==> src/rtl/sm3_msg_feeder.sv <==
`default_nettype none
// ============================================================================
//  Module   : sm3_msg_feeder
//  Purpose  : Host-side initiator for an SM3 compression core. Collects a
//             big-endian 32-bit word stream into 512-bit blocks, applies SM3
//             padding (0x80 marker, zero fill, 64-bit big-endian bit length),
//             launches the core once per block, chains each result into the
//             next block and presents the final 256-bit digest.
//  Options  : SM3_LEN_ERR_EN - adds the sticky len_err_o output that flags a
//             message whose bit length exceeded 2^LEN_W-1 (the length is
//             still wrapped into the digest).
//  Ports    : clk, rst         - clock, synchronous active-high reset
//             msg_data_i       - message word, byte 0 in [31:24]
//             msg_valid_i      - word present
//             msg_ready_o      - word accepted this cycle when valid
//             msg_last_i       - final word of the message
//             msg_bytes_i      - valid bytes (0..4) in the final word
//             core_start_o     - one-cycle start pulse to the core
//             core_data_o      - 512-bit block, word 0 in [511:480]
//             core_cv_o        - chaining value {A..H}
//             core_hash_i      - core result (already XORed with cv)
//             core_valid_i     - one-cycle result strobe
//             hash_out_o       - final digest, held until the next one
//             hash_valid_o     - one-cycle digest strobe
//             busy_o           - a message or block is in progress
//             len_err_o        - (SM3_LEN_ERR_EN only) length overflow flag
//  Revision : 1.0 - initial release
// ============================================================================
module sm3_msg_feeder #(
  parameter int LEN_W = 64
) (
  input  logic         clk,
  input  logic         rst,
  input  logic [31:0]  msg_data_i,
  input  logic         msg_valid_i,
  output logic         msg_ready_o,
  input  logic         msg_last_i,
  input  logic [2:0]   msg_bytes_i,
  output logic         core_start_o,
  output logic [511:0] core_data_o,
  output logic [255:0] core_cv_o,
  input  logic [255:0] core_hash_i,
  input  logic         core_valid_i,
  output logic [255:0] hash_out_o,
  output logic         hash_valid_o,
  output logic         busy_o
`ifdef SM3_LEN_ERR_EN
  ,
  output logic         len_err_o
`endif
);

  localparam logic [255:0] c_iv = {
    32'h7380166f, 32'h4914b2b9, 32'h172442d7, 32'hda8a0600,
    32'ha96f30bc, 32'h163138aa, 32'he38dee4d, 32'hb0fb0e4e
  };

  typedef enum logic [1:0] {
    S_LOAD = 2'd0,
    S_PAD  = 2'd1,
    S_HASH = 2'd2,
    S_WAIT = 2'd3
  } state_t;

  // --------------------------------------------------------------------------
  // State
  // --------------------------------------------------------------------------
  state_t            state_q,  state_d;
  state_t            resume_q, resume_d;   // where to continue after a block
  logic [31:0]       blk_q [16];
  logic [31:0]       blk_d [16];
  logic [4:0]        wcnt_q,   wcnt_d;     // 0..16, 16 means block full
  logic [LEN_W-1:0]  bitlen_q, bitlen_d;
  logic              marker_q, marker_d;   // 0x80 marker already placed
  logic              lenhi_q,  lenhi_d;    // upper length word placed
  logic              final_q,  final_d;    // current block carries the length
  logic              started_q, started_d; // a message has begun
  logic [255:0]      cv_q,     cv_d;
  logic [255:0]      hash_q,   hash_d;
  logic              hvalid_q, hvalid_d;
`ifdef SM3_LEN_ERR_EN
  logic              len_err_q, len_err_d;
  logic              w_len_ovf;
  localparam logic [64:0] c_len_max = (65'd1 << LEN_W) - 65'd1;
`endif

  // --------------------------------------------------------------------------
  // Word-level helpers
  // --------------------------------------------------------------------------
  logic              w_accept;
  logic [2:0]        w_nbytes;     // msg_bytes_i clamped to 4
  logic [31:0]       w_last_word;  // final word with tail bytes replaced
  logic [5:0]        w_inc;        // bits added by the accepted word
  logic [63:0]       w_len64;

  assign msg_ready_o = (state_q == S_LOAD) && !rst;
  assign w_accept    = msg_valid_i && msg_ready_o;
  assign w_nbytes    = (msg_bytes_i > 3'd4) ? 3'd4 : msg_bytes_i;
  assign w_inc       = msg_last_i ? {w_nbytes, 3'b000} : 6'd32;
  assign w_len64     = 64'(bitlen_q);

  // Bytes at or beyond the valid count are cleared; the first of them gets
  // the padding marker so a partial final word needs no extra pad cycle.
  always_comb begin
    w_last_word = '0;
    for (int k = 0; k < 4; k++) begin
      if (3'(k) < w_nbytes) begin
        w_last_word[31-8*k -: 8] = msg_data_i[31-8*k -: 8];
      end else if (3'(k) == w_nbytes) begin
        w_last_word[31-8*k -: 8] = 8'h80;
      end
    end
  end

`ifdef SM3_LEN_ERR_EN
  assign w_len_ovf = (65'(bitlen_q) + 65'(w_inc)) > c_len_max;
`endif

  // --------------------------------------------------------------------------
  // Next-state and datapath
  // --------------------------------------------------------------------------
  always_comb begin
    state_d   = state_q;
    resume_d  = resume_q;
    blk_d     = blk_q;
    wcnt_d    = wcnt_q;
    bitlen_d  = bitlen_q;
    marker_d  = marker_q;
    lenhi_d   = lenhi_q;
    final_d   = final_q;
    started_d = started_q;
    cv_d      = cv_q;
    hash_d    = hash_q;
    hvalid_d  = 1'b0;
`ifdef SM3_LEN_ERR_EN
    len_err_d = len_err_q;
`endif

    case (state_q)
      S_LOAD: begin
        if (w_accept) begin
          started_d = 1'b1;
          wcnt_d    = wcnt_q + 5'd1;
          bitlen_d  = bitlen_q + LEN_W'(w_inc);
`ifdef SM3_LEN_ERR_EN
          if (!started_q) begin
            len_err_d = 1'b0;
          end
          if (w_len_ovf) begin
            len_err_d = 1'b1;
          end
`endif
          if (msg_last_i) begin
            blk_d[wcnt_q[3:0]] = w_last_word;
            marker_d           = (w_nbytes != 3'd4);
            if (wcnt_q == 5'd15) begin
              state_d  = S_HASH;
              resume_d = S_PAD;
              final_d  = 1'b0;
            end else begin
              state_d  = S_PAD;
            end
          end else begin
            blk_d[wcnt_q[3:0]] = msg_data_i;
            if (wcnt_q == 5'd15) begin
              state_d  = S_HASH;
              resume_d = S_LOAD;
              final_d  = 1'b0;
            end
          end
        end
      end

      S_PAD: begin
        wcnt_d = wcnt_q + 5'd1;
        // The marker always precedes the length; the length only ever lands
        // in words 14/15, so a late marker pushes it into an extra block.
        if (!marker_q) begin
          blk_d[wcnt_q[3:0]] = 32'h8000_0000;
          marker_d           = 1'b1;
        end else if (wcnt_q == 5'd14) begin
          blk_d[wcnt_q[3:0]] = w_len64[63:32];
          lenhi_d            = 1'b1;
        end else if ((wcnt_q == 5'd15) && lenhi_q) begin
          blk_d[wcnt_q[3:0]] = w_len64[31:0];
          final_d            = 1'b1;
        end else begin
          blk_d[wcnt_q[3:0]] = 32'h0000_0000;
        end
        if (wcnt_q == 5'd15) begin
          state_d  = S_HASH;
          resume_d = S_PAD;
        end
      end

      S_HASH: begin
        state_d = S_WAIT;
      end

      S_WAIT: begin
        if (core_valid_i) begin
          cv_d   = core_hash_i;
          wcnt_d = 5'd0;
          if (final_q) begin
            hash_d    = core_hash_i;
            hvalid_d  = 1'b1;
            cv_d      = c_iv;
            bitlen_d  = '0;
            marker_d  = 1'b0;
            lenhi_d   = 1'b0;
            final_d   = 1'b0;
            started_d = 1'b0;
            state_d   = S_LOAD;
          end else begin
            state_d   = resume_q;
          end
        end
      end

      default: begin
        state_d = S_LOAD;
      end
    endcase
  end

  // --------------------------------------------------------------------------
  // Registers
  // --------------------------------------------------------------------------
  always_ff @(posedge clk) begin
    if (rst) begin
      state_q   <= S_LOAD;
      resume_q  <= S_LOAD;
      for (int i = 0; i < 16; i++) begin
        blk_q[i] <= 32'h0000_0000;
      end
      wcnt_q    <= 5'd0;
      bitlen_q  <= '0;
      marker_q  <= 1'b0;
      lenhi_q   <= 1'b0;
      final_q   <= 1'b0;
      started_q <= 1'b0;
      cv_q      <= c_iv;
      hash_q    <= '0;
      hvalid_q  <= 1'b0;
`ifdef SM3_LEN_ERR_EN
      len_err_q <= 1'b0;
`endif
    end else begin
      state_q   <= state_d;
      resume_q  <= resume_d;
      blk_q     <= blk_d;
      wcnt_q    <= wcnt_d;
      bitlen_q  <= bitlen_d;
      marker_q  <= marker_d;
      lenhi_q   <= lenhi_d;
      final_q   <= final_d;
      started_q <= started_d;
      cv_q      <= cv_d;
      hash_q    <= hash_d;
      hvalid_q  <= hvalid_d;
`ifdef SM3_LEN_ERR_EN
      len_err_q <= len_err_d;
`endif
    end
  end

  // --------------------------------------------------------------------------
  // Outputs
  // --------------------------------------------------------------------------
  for (genvar gi = 0; gi < 16; gi++) begin : g_flat
    assign core_data_o[511-32*gi -: 32] = blk_q[gi];
  end

  assign core_start_o = (state_q == S_HASH);
  assign core_cv_o    = cv_q;
  assign hash_out_o   = hash_q;
  assign hash_valid_o = hvalid_q;
  // Idle only when parked in S_LOAD on an empty block with no message open;
  // S_LOAD between blocks of a long message still counts as busy.
  assign busy_o       = !((state_q == S_LOAD) && (wcnt_q == 5'd0) && !started_q);
`ifdef SM3_LEN_ERR_EN
  assign len_err_o    = len_err_q;
`endif

endmodule
`default_nettype wire
==> config.mk <==
export PLATFORM = sky130hd
export DESIGN_NAME = sm3_msg_feeder
export DESIGN_NICKNAME = d
export VERILOG_FILES = /design/src/rtl/sm3_msg_feeder.sv
export SDC_FILE = /design/constraint.sdc
export NUM_CORES = 2
export LEC_CHECK = 0
export CAP_MARGIN = 25
export CORE_AREA = 3 3 509 511
export CTS_CLUSTER_DIAMETER = 200
export CTS_CLUSTER_SIZE = 16
export DETAILED_ROUTE_END_ITERATION = 6
export DIE_AREA = 0 0 512 514
export PLACE_DENSITY = 0.31
export RECOVER_POWER = 25
export REMOVE_ABC_BUFFERS = 1
export SYNTH_ARGS = -nofsm -noshare
export SYNTH_HDL_FRONTEND = slang
export SYNTH_SLANG_ARGS = --single-unit
==> constraint.sdc <==
create_clock -name clk -period 9.3 [get_ports clk]
set_input_delay 1.86 -clock clk [delete_from_list [all_inputs] [get_ports clk]]
set_output_delay 1.86 -clock clk [all_outputs]
set_load 0.01 [all_outputs]
==> metrics.yaml <==
status:
  status: "finished, violations left"
  violations: "capacitance limit, slew limit"
die:
  rows: 185
  fp.dieH_um: 514
  boundaryPins: 1324
  initial_core_util_pct: 15.04
  die-area_um2: 263200
  fp.coreArea_um2: 254400
  die_x_um: 512
routing:
  vias: 34740
  drc: 0
  drtAntennaViolNets: 0
  first_pass_iters: 7
  drtIter0Drc: 2457
  wl_per_cell_um: 30.29
  routed_wl_mm: 254.9
  viasPerCell: 4.128
sta:
  hold_viol: 0
  worstMarginPinSlew_ns: 3.792
  rsz0062_at_grt: "no"
  post-route-min-period_ns: 6.723
  finalMaxSlewViolations: 276
  hold-worst-slack_ns: 0.4509
  slew_headroom_pct: -152.8
  setup_viol: 0
  fmax_mhz: 148.7
  fin_skew_ns: 0.05081
  post-route-period-util_pct: 72.30
clocking:
  cts_hold_buffers: 0
  cts_tree: "yes"
  clk_latency_ns: 0.74
  htreeDepth: 3
  cts_setup_buffers: 0
  path_clk_slew_ns: 0.09
  cts.path.max_buffers: 3
  ctsResizeCount: 0
  cts_sinks: 1099
  cts-root-buf: "clkbuf_16"
  numCtsBuffers: 79
worst_setup_path:
  crit_arrival_ns: 7.35
  worst_setup_path_end_kind: "flop"
  crit_chain: "dlygate4sd3_1, nand2b_1, a21oi_1, clkbuf_1, and3_1, clkbuf_1, nor2_1, a211oi_1"
  cp_slowest_cell: "clkbuf_1"
  cp-start-kind: "input pin"
  max_stage_delay_ns: 2.11
  critPathMaxFanout: 42
  cp_common_cell: "clkbuf_1"
  cp.required_ns: 9.92
  crit_type: "input pin to flop"
synthesis:
  yosys.area.top_type: "dfxtp_1"
  yosysTopAreaCellShare_pct: 57.50
  async_flop_share_pct: 0
  ys.flop_type: "dfxtp_1"
  synth_edf_count: 0
  avgSynthCellArea_um2: 9.758
  synthCells: 3921
  synth_seq_cells: 1099
  ys_warn_count: 0
  synth_area_leaders: "dfxtp_1 (58%), a22o_1 (9.3%), a211oi_1 (8.8%), nor2_1 (5.6%), nand2_1 (3.4%)"
  synth_area_um2: 38260
  seq_area_frac_synth_pct: 57.50
  ys_types: 66
finish:
  final_cell_area_um2: 56900
  final_common_cell: "dfxtp_1"
  drive_gt1_share_pct: 4.223
  fin_cells: 8415
  num-nets-final: 5318
  syn_to_final_growth_pct: 48.72
  mostFrequentLayoutCells: "dfxtp_1 (1,099), clkdlybuf4s50_1 (887), nor2_1 (573)"
worst_hold_path:
  hold_path.class: "flop to flop"
global_route:
  grt_use_total_pct: 18.51
  grt_max_degree: 176
  grt_overflow: 0
  grt_pass1_wl_mm: 334.3
  grt_pass1_vias: 33530
  antenna_found_initial: 79
place:
  gp_congestion: 0.8668
  place_inst: 8295
  port_buffers: 1323
  hpwlAfterDp_mm: 193.5
  placedInstanceArea_um2: 54760
job:
  drv_cap: 5
pwr:
  cellLeakagePower_nw: 20.38
  p_per_area_nw_per_um2: 157.6
  irDropWorstVdd_mv: 0.1209
## logic make-up after synthesis
| family | after synthesis | share of synthesized area [%] |
|---|---|---|
| AOI/OAI and AO/OA | 1113 | 22.31 |
| xor gates and xnor gates | 3 | 0.06869 |
| adders and majority gates | 9 | 0.3140 |
| buffers and inverters | 403 | 4.863 |
| DFF | 1099 | 57.50 |
| muxes | 18 | 0.4742 |
| and+or+nand+nor | 1276 | 14.47 |
## cells in the mapped netlist (9+ instances only)
cell,count
a22oi_1,23
a311oi_1,11
o21ai_0,54
and4_1,9
nor4_1,9
inv_1,12
o31ai_1,11
buf_1,9
clkbuf_1,255
a211oi_1,449
a31oi_1,25
and2_1,21
nand4_1,26
nand2_1,346
and3_1,18
nand3_1,173
buf_4,13
mux2i_1,17
dfxtp_1,1099
nor2_1,575
a22o_1,406
nor3_1,50
a21oi_1,78
buf_2,88
buf_6,25
## sequential cells by signal, summed over array words and instances (netlist names)
name	cells
bitlen_q	61
hash_valid_o	1
marker_q	1
resume_q	2
state_q	2
final_q	1
hash_out_o	256
wcnt_q	5
lenhi_q	1
core_data_o	512
core_cv_o	256
started_q	1
## critical path, delay by kind of cell
family,cells,cell delay [ns]
buffers and inverters,3,3.54
and+or+nand+nor,3,1.23
AOI/OAI and AO/OA,2,0.63
## cell type report
type / count / area [µm²]
fillers: 27550 / 197500
flip-flops and latches: 1099 / 22000
multi-input cells: 2419 / 14530
repair buffers: 1402 / 13930
well taps: 3366 / 4212
clock buffers: 80 / 1991
clock inverters: 8 / 120.1
diodes: 29 / 72.57
inverters: 12 / 45.04
## layer usage
| metal | vias to the layer above | part of all wire (%) | track usage (%) |
|---|---|---|---|
| li1 | 16330 | - | - |
| met1 | 16950 | 41 | 21.94 |
| met4 | 48 | 1.9 | 3.398 |
| met5 | - | 0.13 | 0 |
| met2 | 1180 | 49 | 32.11 |
| met3 | 230 | 8.7 | 6.733 |
## power by group
| part | leakage (nW) | switching, mW | internal (mW) |
|---|---|---|---|
| Clock | 1.04 | 1.95 | 1.54 |
| Combinational | 10.5 | 0.478 | 0.240 |
| Sequential | 8.86 | 0.0197 | 4.74 |
| Total | 20.4 | 2.45 | 6.52 |
## worst paths after layout
| path | startpoint | end | slack, ns | cells past startpoint |
|---|---|---|---|---|
| worst max-delay path | msg_valid_i | core_data_o[85] | 2.58 | 8 |
| worst min-delay path | started_q | started_q | 0.45 | 2 |
| worst max register to register | state_q[0] | core_data_o[85] | 3.78 | 8 |
| worst min register to register | started_q | started_q | 0.45 | 2 |
## through the flow
step	total power, mW	worst slack [ns]	setup TNS, ns	utilization, %
final	8.968	2.577	0	22.37
after floorplan	5.066	-3.049	-750.13	-
after global placement	5.603	3.314	0	21.48
after detailed placement	5.610	3.217	0	21.52
after global routing	9.339	2.217	0	22.34
after CTS	9.211	4.040	0	22.35
No activity file was read; power rests on OpenSTA's default activity.
